## config.mk

```make
export PLATFORM = sky130hd
export DESIGN_NAME = nebula_noc_inject_buffer
export DESIGN_NICKNAME = d
export VERILOG_FILES = /design/src/rtl/nebula_pkg.sv /design/src/rtl/nebula_flit_fifo.sv /design/src/rtl/nebula_noc_inject_buffer.sv
export SDC_FILE = /design/constraint.sdc
export NUM_CORES = 1
export LEC_CHECK = 0
export ABC_AREA = 1
export CORE_MARGIN = 3
export CORE_UTILIZATION = 30
export CTS_BUF_LIST = sky130_fd_sc_hd__clkbuf_8 sky130_fd_sc_hd__clkbuf_16
export DETAILED_ROUTE_END_ITERATION = 8
export PLACE_DENSITY = 0.54
export SYNTH_ARGS = -nofsm -noshare
export SYNTH_HDL_FRONTEND = slang
export SYNTH_SLANG_ARGS = --single-unit
```

## constraint.sdc

```tcl
create_clock -name clk -period 5.9 [get_ports clk]
set_clock_uncertainty 0.1 [all_clocks]
set_input_delay 1.18 -clock clk [delete_from_list [all_inputs] [get_ports clk]]
set_output_delay 1.18 -clock clk [all_outputs]
set_load 0.02 [all_outputs]
```

## src/rtl/nebula_pkg.sv

```systemverilog
//------------------------------------------------------------------------------
// Module      : nebula_pkg
// Description : Shared NoC flit types, encodings and widths for the Nebula fabric.
// Revision    : 1.0 - initial release
//------------------------------------------------------------------------------
`default_nettype none

package nebula_pkg;

    localparam int COORD_W             = 4;
    localparam int PACKET_ID_W         = 8;
    localparam int FLIT_PAYLOAD_W      = 32;
    localparam int NOC_CREDITS_DEFAULT = 4;

    typedef enum logic [1:0] {
        FLIT_TYPE_HEAD   = 2'd0,
        FLIT_TYPE_BODY   = 2'd1,
        FLIT_TYPE_TAIL   = 2'd2,
        FLIT_TYPE_SINGLE = 2'd3
    } flit_type_e;

    typedef struct packed {
        flit_type_e                flit_type;
        logic [COORD_W-1:0]        dst_x;
        logic [COORD_W-1:0]        dst_y;
        logic [PACKET_ID_W-1:0]    packet_id;
        logic [FLIT_PAYLOAD_W-1:0] payload;
    } noc_flit_t;

    // A packet is complete once its last flit leaves: a tail or a single-flit packet.
    function automatic logic is_packet_end(input flit_type_e t);
        return (t == FLIT_TYPE_TAIL) || (t == FLIT_TYPE_SINGLE);
    endfunction

endpackage

`default_nettype wire

```

## src/rtl/nebula_flit_fifo.sv

```systemverilog
//------------------------------------------------------------------------------
// Module      : nebula_flit_fifo
// Description : Power-of-two deep flit FIFO with combinational head and entry count.
// Revision    : 1.0 - initial release
//------------------------------------------------------------------------------
`default_nettype none

module nebula_flit_fifo
    import nebula_pkg::*;
#(
    parameter int DEPTH = 8
) (
    input  logic                     clk,
    input  logic                     rst_n,
    input  logic                     i_push,
    input  noc_flit_t                i_data,
    input  logic                     i_pop,
    output noc_flit_t                o_head,
    output logic                     o_full,
    output logic                     o_empty,
    output logic [$clog2(DEPTH):0]   o_count
);

    localparam int                 c_ADDR_W = $clog2(DEPTH);
    localparam logic [c_ADDR_W:0]  c_DEPTH  = (c_ADDR_W+1)'(DEPTH);

    noc_flit_t             r_mem [DEPTH];
    logic [c_ADDR_W-1:0]   r_wr_ptr;
    logic [c_ADDR_W-1:0]   r_rd_ptr;
    logic [c_ADDR_W:0]     r_count;

    logic                  w_do_push;
    logic                  w_do_pop;

    assign o_full    = (r_count == c_DEPTH);
    assign o_empty   = (r_count == '0);
    assign o_count   = r_count;
    assign o_head    = r_mem[r_rd_ptr];
    assign w_do_push = i_push && !o_full;
    assign w_do_pop  = i_pop && !o_empty;

    // Pointers wrap naturally because DEPTH is a power of two.
    always_ff @(posedge clk) begin
        if (!rst_n) begin
            r_wr_ptr <= '0;
            r_rd_ptr <= '0;
            r_count  <= '0;
        end else begin
            if (w_do_push) begin
                r_wr_ptr <= r_wr_ptr + 1'b1;
            end
            if (w_do_pop) begin
                r_rd_ptr <= r_rd_ptr + 1'b1;
            end
            case ({w_do_push, w_do_pop})
                2'b10:   r_count <= r_count + 1'b1;
                2'b01:   r_count <= r_count - 1'b1;
                default: r_count <= r_count;
            endcase
        end
    end

    // Storage is left unreset; resetting the pointers discards its contents.
    always_ff @(posedge clk) begin
        if (w_do_push) begin
            r_mem[r_wr_ptr] <= i_data;
        end
    end

endmodule

`default_nettype wire

```

## src/rtl/nebula_noc_inject_buffer.sv

```systemverilog
//------------------------------------------------------------------------------
// Module      : nebula_noc_inject_buffer
// Description : Credit-gated injection buffer between the AXI-NoC bridge and a router.
// Revision    : 1.0 - initial release
//------------------------------------------------------------------------------
`default_nettype none

module nebula_noc_inject_buffer
    import nebula_pkg::*;
#(
    parameter int DEPTH   = 8,
    parameter int CREDITS = NOC_CREDITS_DEFAULT
) (
    input  logic                     clk,
    input  logic                     rst_n,
    input  logic                     in_valid,
    output logic                     in_ready,
    input  noc_flit_t                in_flit,
    output logic                     link_valid,
    output noc_flit_t                link_flit,
    input  logic                     credit_return,
    output logic [$clog2(DEPTH):0]   occupancy,
    output logic [3:0]               credit_count,
    output logic [31:0]              tx_flit_count,
    output logic [31:0]              tx_packet_count,
    output logic                     credit_err
);

    localparam logic [3:0] c_CREDITS = 4'(CREDITS);

    noc_flit_t   w_head;
    logic        w_full;
    logic        w_empty;
    logic        w_push;
    logic        w_send;
    logic        w_ret_ok;
    logic        w_ret_ovf;

    logic        r_link_valid;
    noc_flit_t   r_link_flit;
    logic [3:0]  r_credit;
    logic [31:0] r_tx_flit;
    logic [31:0] r_tx_pkt;
    logic        r_credit_err;

    assign in_ready  = rst_n && !w_full;
    assign w_push    = in_valid && in_ready;
    assign w_send    = !w_empty && (r_credit != 4'd0);
    // A return alongside a send always fits; otherwise it must stay within CREDITS.
    assign w_ret_ok  = credit_return && (w_send || (r_credit < c_CREDITS));
    assign w_ret_ovf = credit_return && !w_ret_ok;

    nebula_flit_fifo #(
        .DEPTH   (DEPTH)
    ) u_fifo (
        .clk     (clk),
        .rst_n   (rst_n),
        .i_push  (w_push),
        .i_data  (in_flit),
        .i_pop   (w_send),
        .o_head  (w_head),
        .o_full  (w_full),
        .o_empty (w_empty),
        .o_count (occupancy)
    );

    always_ff @(posedge clk) begin
        if (!rst_n) begin
            r_link_valid <= 1'b0;
            r_link_flit  <= '0;
            r_credit     <= c_CREDITS;
            r_tx_flit    <= '0;
            r_tx_pkt     <= '0;
            r_credit_err <= 1'b0;
        end else begin
            r_link_valid <= w_send;
            if (w_send) begin
                r_link_flit <= w_head;
                r_tx_flit   <= r_tx_flit + 32'd1;
                if (is_packet_end(w_head.flit_type)) begin
                    r_tx_pkt <= r_tx_pkt + 32'd1;
                end
            end
            case ({w_send, w_ret_ok})
                2'b10:   r_credit <= r_credit - 4'd1;
                2'b01:   r_credit <= r_credit + 4'd1;
                default: r_credit <= r_credit;
            endcase
            if (w_ret_ovf) begin
                r_credit_err <= 1'b1;
            end
        end
    end

    assign link_valid      = r_link_valid;
    assign link_flit       = r_link_flit;
    assign credit_count    = r_credit;
    assign tx_flit_count   = r_tx_flit;
    assign tx_packet_count = r_tx_pkt;
    assign credit_err      = r_credit_err;

endmodule

`default_nettype wire

```

==> run_results.csv <==
group,metric,value,unit
outcome,outcome,"completed",
placement,port_buffers,178,
critical_path,critical_path_required,4.62,ns
clock_network,cts.clk_slew.worst_paths,0.06,ns
synthesis,yosysUniqueCellTypes,32,
clock_network,cts_buffers,58,
power,power.density,425,nW/um^2
critical_path,path_class,"input pin to output pin",
clock_network,clockBufferDepth,3,
clock_network,post_cts_buffers,0,
drt,vias_per_cell,4.79,
sta,rsz0062_at_grt,"no",
placement,hpwl,32400,um
synthesis,synth_top_area_share,55.6,%
critical_path,cp_max_fo,3,
global_route,use_met2,24.0,%
power,p_leak,8.47,nW
sta,worst_pin_slew,1.18,ns
layout,area_growth,21.0,%
global_route,track_usage,14.5,%
power,ir_drop,294,uV
die,initial_core_util,30.6,%
placement,place_congestion,0.822,
global_route,grt_pass1_vias,14700,
synthesis,ys_top_cells_by_area,"edfxtp_1 (56%), dfxtp_1 (12%), nor2_1 (6.8%)",
die,num_rows,97,
critical_path,start_kind,"input pin",
synthesis,syn_area,21600,um^2
global_route,grt_first_pass_wirelength,86000,um
clock_network,root_buffer,"clkbuf_16",
sta,min_period_over_period,62.8,%
critical_path,end_kind,"output pin",
synthesis,yosys_warnings,0,
layout,final_cells,3168,
clock_network,clock_sinks,533,
sta,setup_viol,0,
critical_path,critPathArrivalTime,2.42,ns
synthesis,synthesis.nets,2086,
synthesis,syn_avg_cell_area,10.7,um^2
clock_network,clk-insertion-delay-late,0.64,ns
die,io_pins,179,
sta,slew_headroom,21.6,%
global_route,met3_usage,2.97,%
power,total_power,11.1,mW
global_route,overflow,0,
clock_network,cts_hold_buf,0,
sta,min_period,3.70,ns
global_route,antenna_found_initial,15,
sta,fmax,270,MHz
clock_network,htree_num_levels,2,
synthesis,synth_top_area_cell,"edfxtp_1",
synthesis,syn-instance-count,2021,
synthesis,yosysSeqAreaShare,67.9,%
placement,place_inst,3050,
synthesis,synth_seq_cells,533,
sta,hold_viol_final,0,
clock_network,tritoncts,"built",
die,die_h,274,um
drt,antenna_left,0,
sta,tns,0,ns
global_route,use_met1,19.1,%
drt,route.detailed.drc,0,
die,core,70600,um^2
clock_network,cts-resized-gates,0,
sta,whs,0.370,ns
die,dieArea,75200,um^2
global_route,top_usage_layer,"met2",
drt,drt-pass1-iter-count,5,
die,fp.dieW,274,um
hold_path,hold_class,"flop to flop",
flow_run,max-cap-violations,0,
drt,drtIter0Drc,1063,
global_route,grt_max_degree,122,
drt,wl,55400,um
sta,maxSlewViolCount,0,
drt,vias,15200,
layout,drive_above_1_share,5.72,%
layout,nNetsFinal,2235,
drt,post_drt_wl_per_cell,17.5,um
## final cells by class
| type | count | area (um^2) |
|---|---|---|
| Clock buffer | 59 | 1470 |
| Fill cell | 6959 | 44500 |
| Multi-Input combinational cell | 1298 | 6150 |
| Antenna cell | 8 | 20.0 |
| Sequential cell | 533 | 14700 |
| Inverter | 82 | 317 |
| Timing Repair Buffer | 197 | 1920 |
| Clock inverter | 51 | 397 |
| Tap cell | 940 | 1180 |
## cell families after synthesis
logic type,synth area share (%)
xor+xnor,1.01
fa+ha+maj,0.672
simple gates,13.5
flops,67.9
compound gates,13.0
buf+inv,3.87
## through the flow
stage                     cell area, um^2  util, %  setup slack [ns]
after global routing                26100     37.0              2.13
after floorplan                     21600        -              1.14
final                               26100     37.0              2.20
after global placement              24200     34.3              2.03
after CTS                           26100     37.0              2.18
after detailed placement            24200     34.3              1.98
## worst max-delay path: stages
cell,delay [ns]
buf_4,0.16
inv_2,0.06
a31oi_1,0.28
clkdlybuf4s50_1,0.73
## power breakdown
part | total (mW) | switching [mW] | internal [mW]
clock network | 3.50 | 1.51 | 1.98
registers | 4.57 | 0.275 | 4.29
logic | 3.03 | 2.03 | 1.00
total | 11.1 | 3.82 | 7.28
## worst paths after layout
kind / slack (ns) / from / depth (start not counted) / end
min reg2reg: 0.37 / u_fifo.r_rd_ptr[2]$_SDFFE_PN0P_ / 2 / flop
max: 2.20 / rst_n / 4 / in_ready
max reg2reg: 2.58 / flop / 8 / link_flit[19]$_SDFFE_PN0P_
min: 0.37 / u_fifo.r_rd_ptr[2]$_SDFFE_PN0P_ / 2 / flop
## cells in the final DEF, fill, tap and decap left out, drive strengths merged
| cell | instances |
|---|---|
| nand3 | 44 |
| clkbuf | 59 |
| clkinv | 28 |
| nor3 | 9 |
| o21ai | 314 |
| nand2 | 275 |
| xor2 | 16 |
| buf | 20 |
| nor2 | 396 |
| nand3b | 1 |
| o21a | 3 |
| o21bai | 2 |
| bufinv | 4 |
| clkinvlp | 4 |
| inv | 97 |
| nand4 | 13 |
| o211ai | 49 |
| edfxtp | 400 |
| ha | 10 |
| diode | 8 |
| o22ai | 49 |
| dfxtp | 133 |
| xnor2 | 9 |
| clkdlybuf4s50 | 177 |
| fa | 1 |
| a21oi | 105 |
| a31oi | 1 |
| or2 | 1 |
## cell usage after synthesis
master,count
nand2_1,272
o21ai_1,81
a31oi_1,1
o21bai_1,2
dfxtp_1,133
nor2_2,2
nand3_4,1
nor3_1,8
buf_2,37
nor2_1,394
nand3_1,43
a21oi_1,105
nand4_1,13
o21a_1,3
inv_1,76
xor2_1,16
inv_2,5
o211ai_1,49
clkinv_2,1
buf_4,6
o21ai_0,233
or2_2,1
buf_6,7
nor3_2,1
edfxtp_1,400
clkbuf_1,58
nand2_2,3
ha_1,10
o22ai_1,49
nand3b_1,1
xnor2_1,9
fa_1,1
## state kept, by name, indices dropped and copies added, names as in the netlist, named ones only
name / count
u_fifo.r_mem: 400
link_flit: 50
tx_flit_count: 32
tx_packet_count: 32
credit_count: 4
u_fifo.o_count: 4
u_fifo.r_rd_ptr: 3
u_fifo.r_wr_ptr: 3
credit_err: 1
link_valid: 1
## metal layers
metal | up-vias | wire length, um
met3 | 83 | 3100
met2 | 360 | 26500
met4 | 10 | 1170
met1 | 7343 | 24600
li1 | 7394 | -
met5 | - | 72
Note: power is estimated with default switching activity, not from simulation.
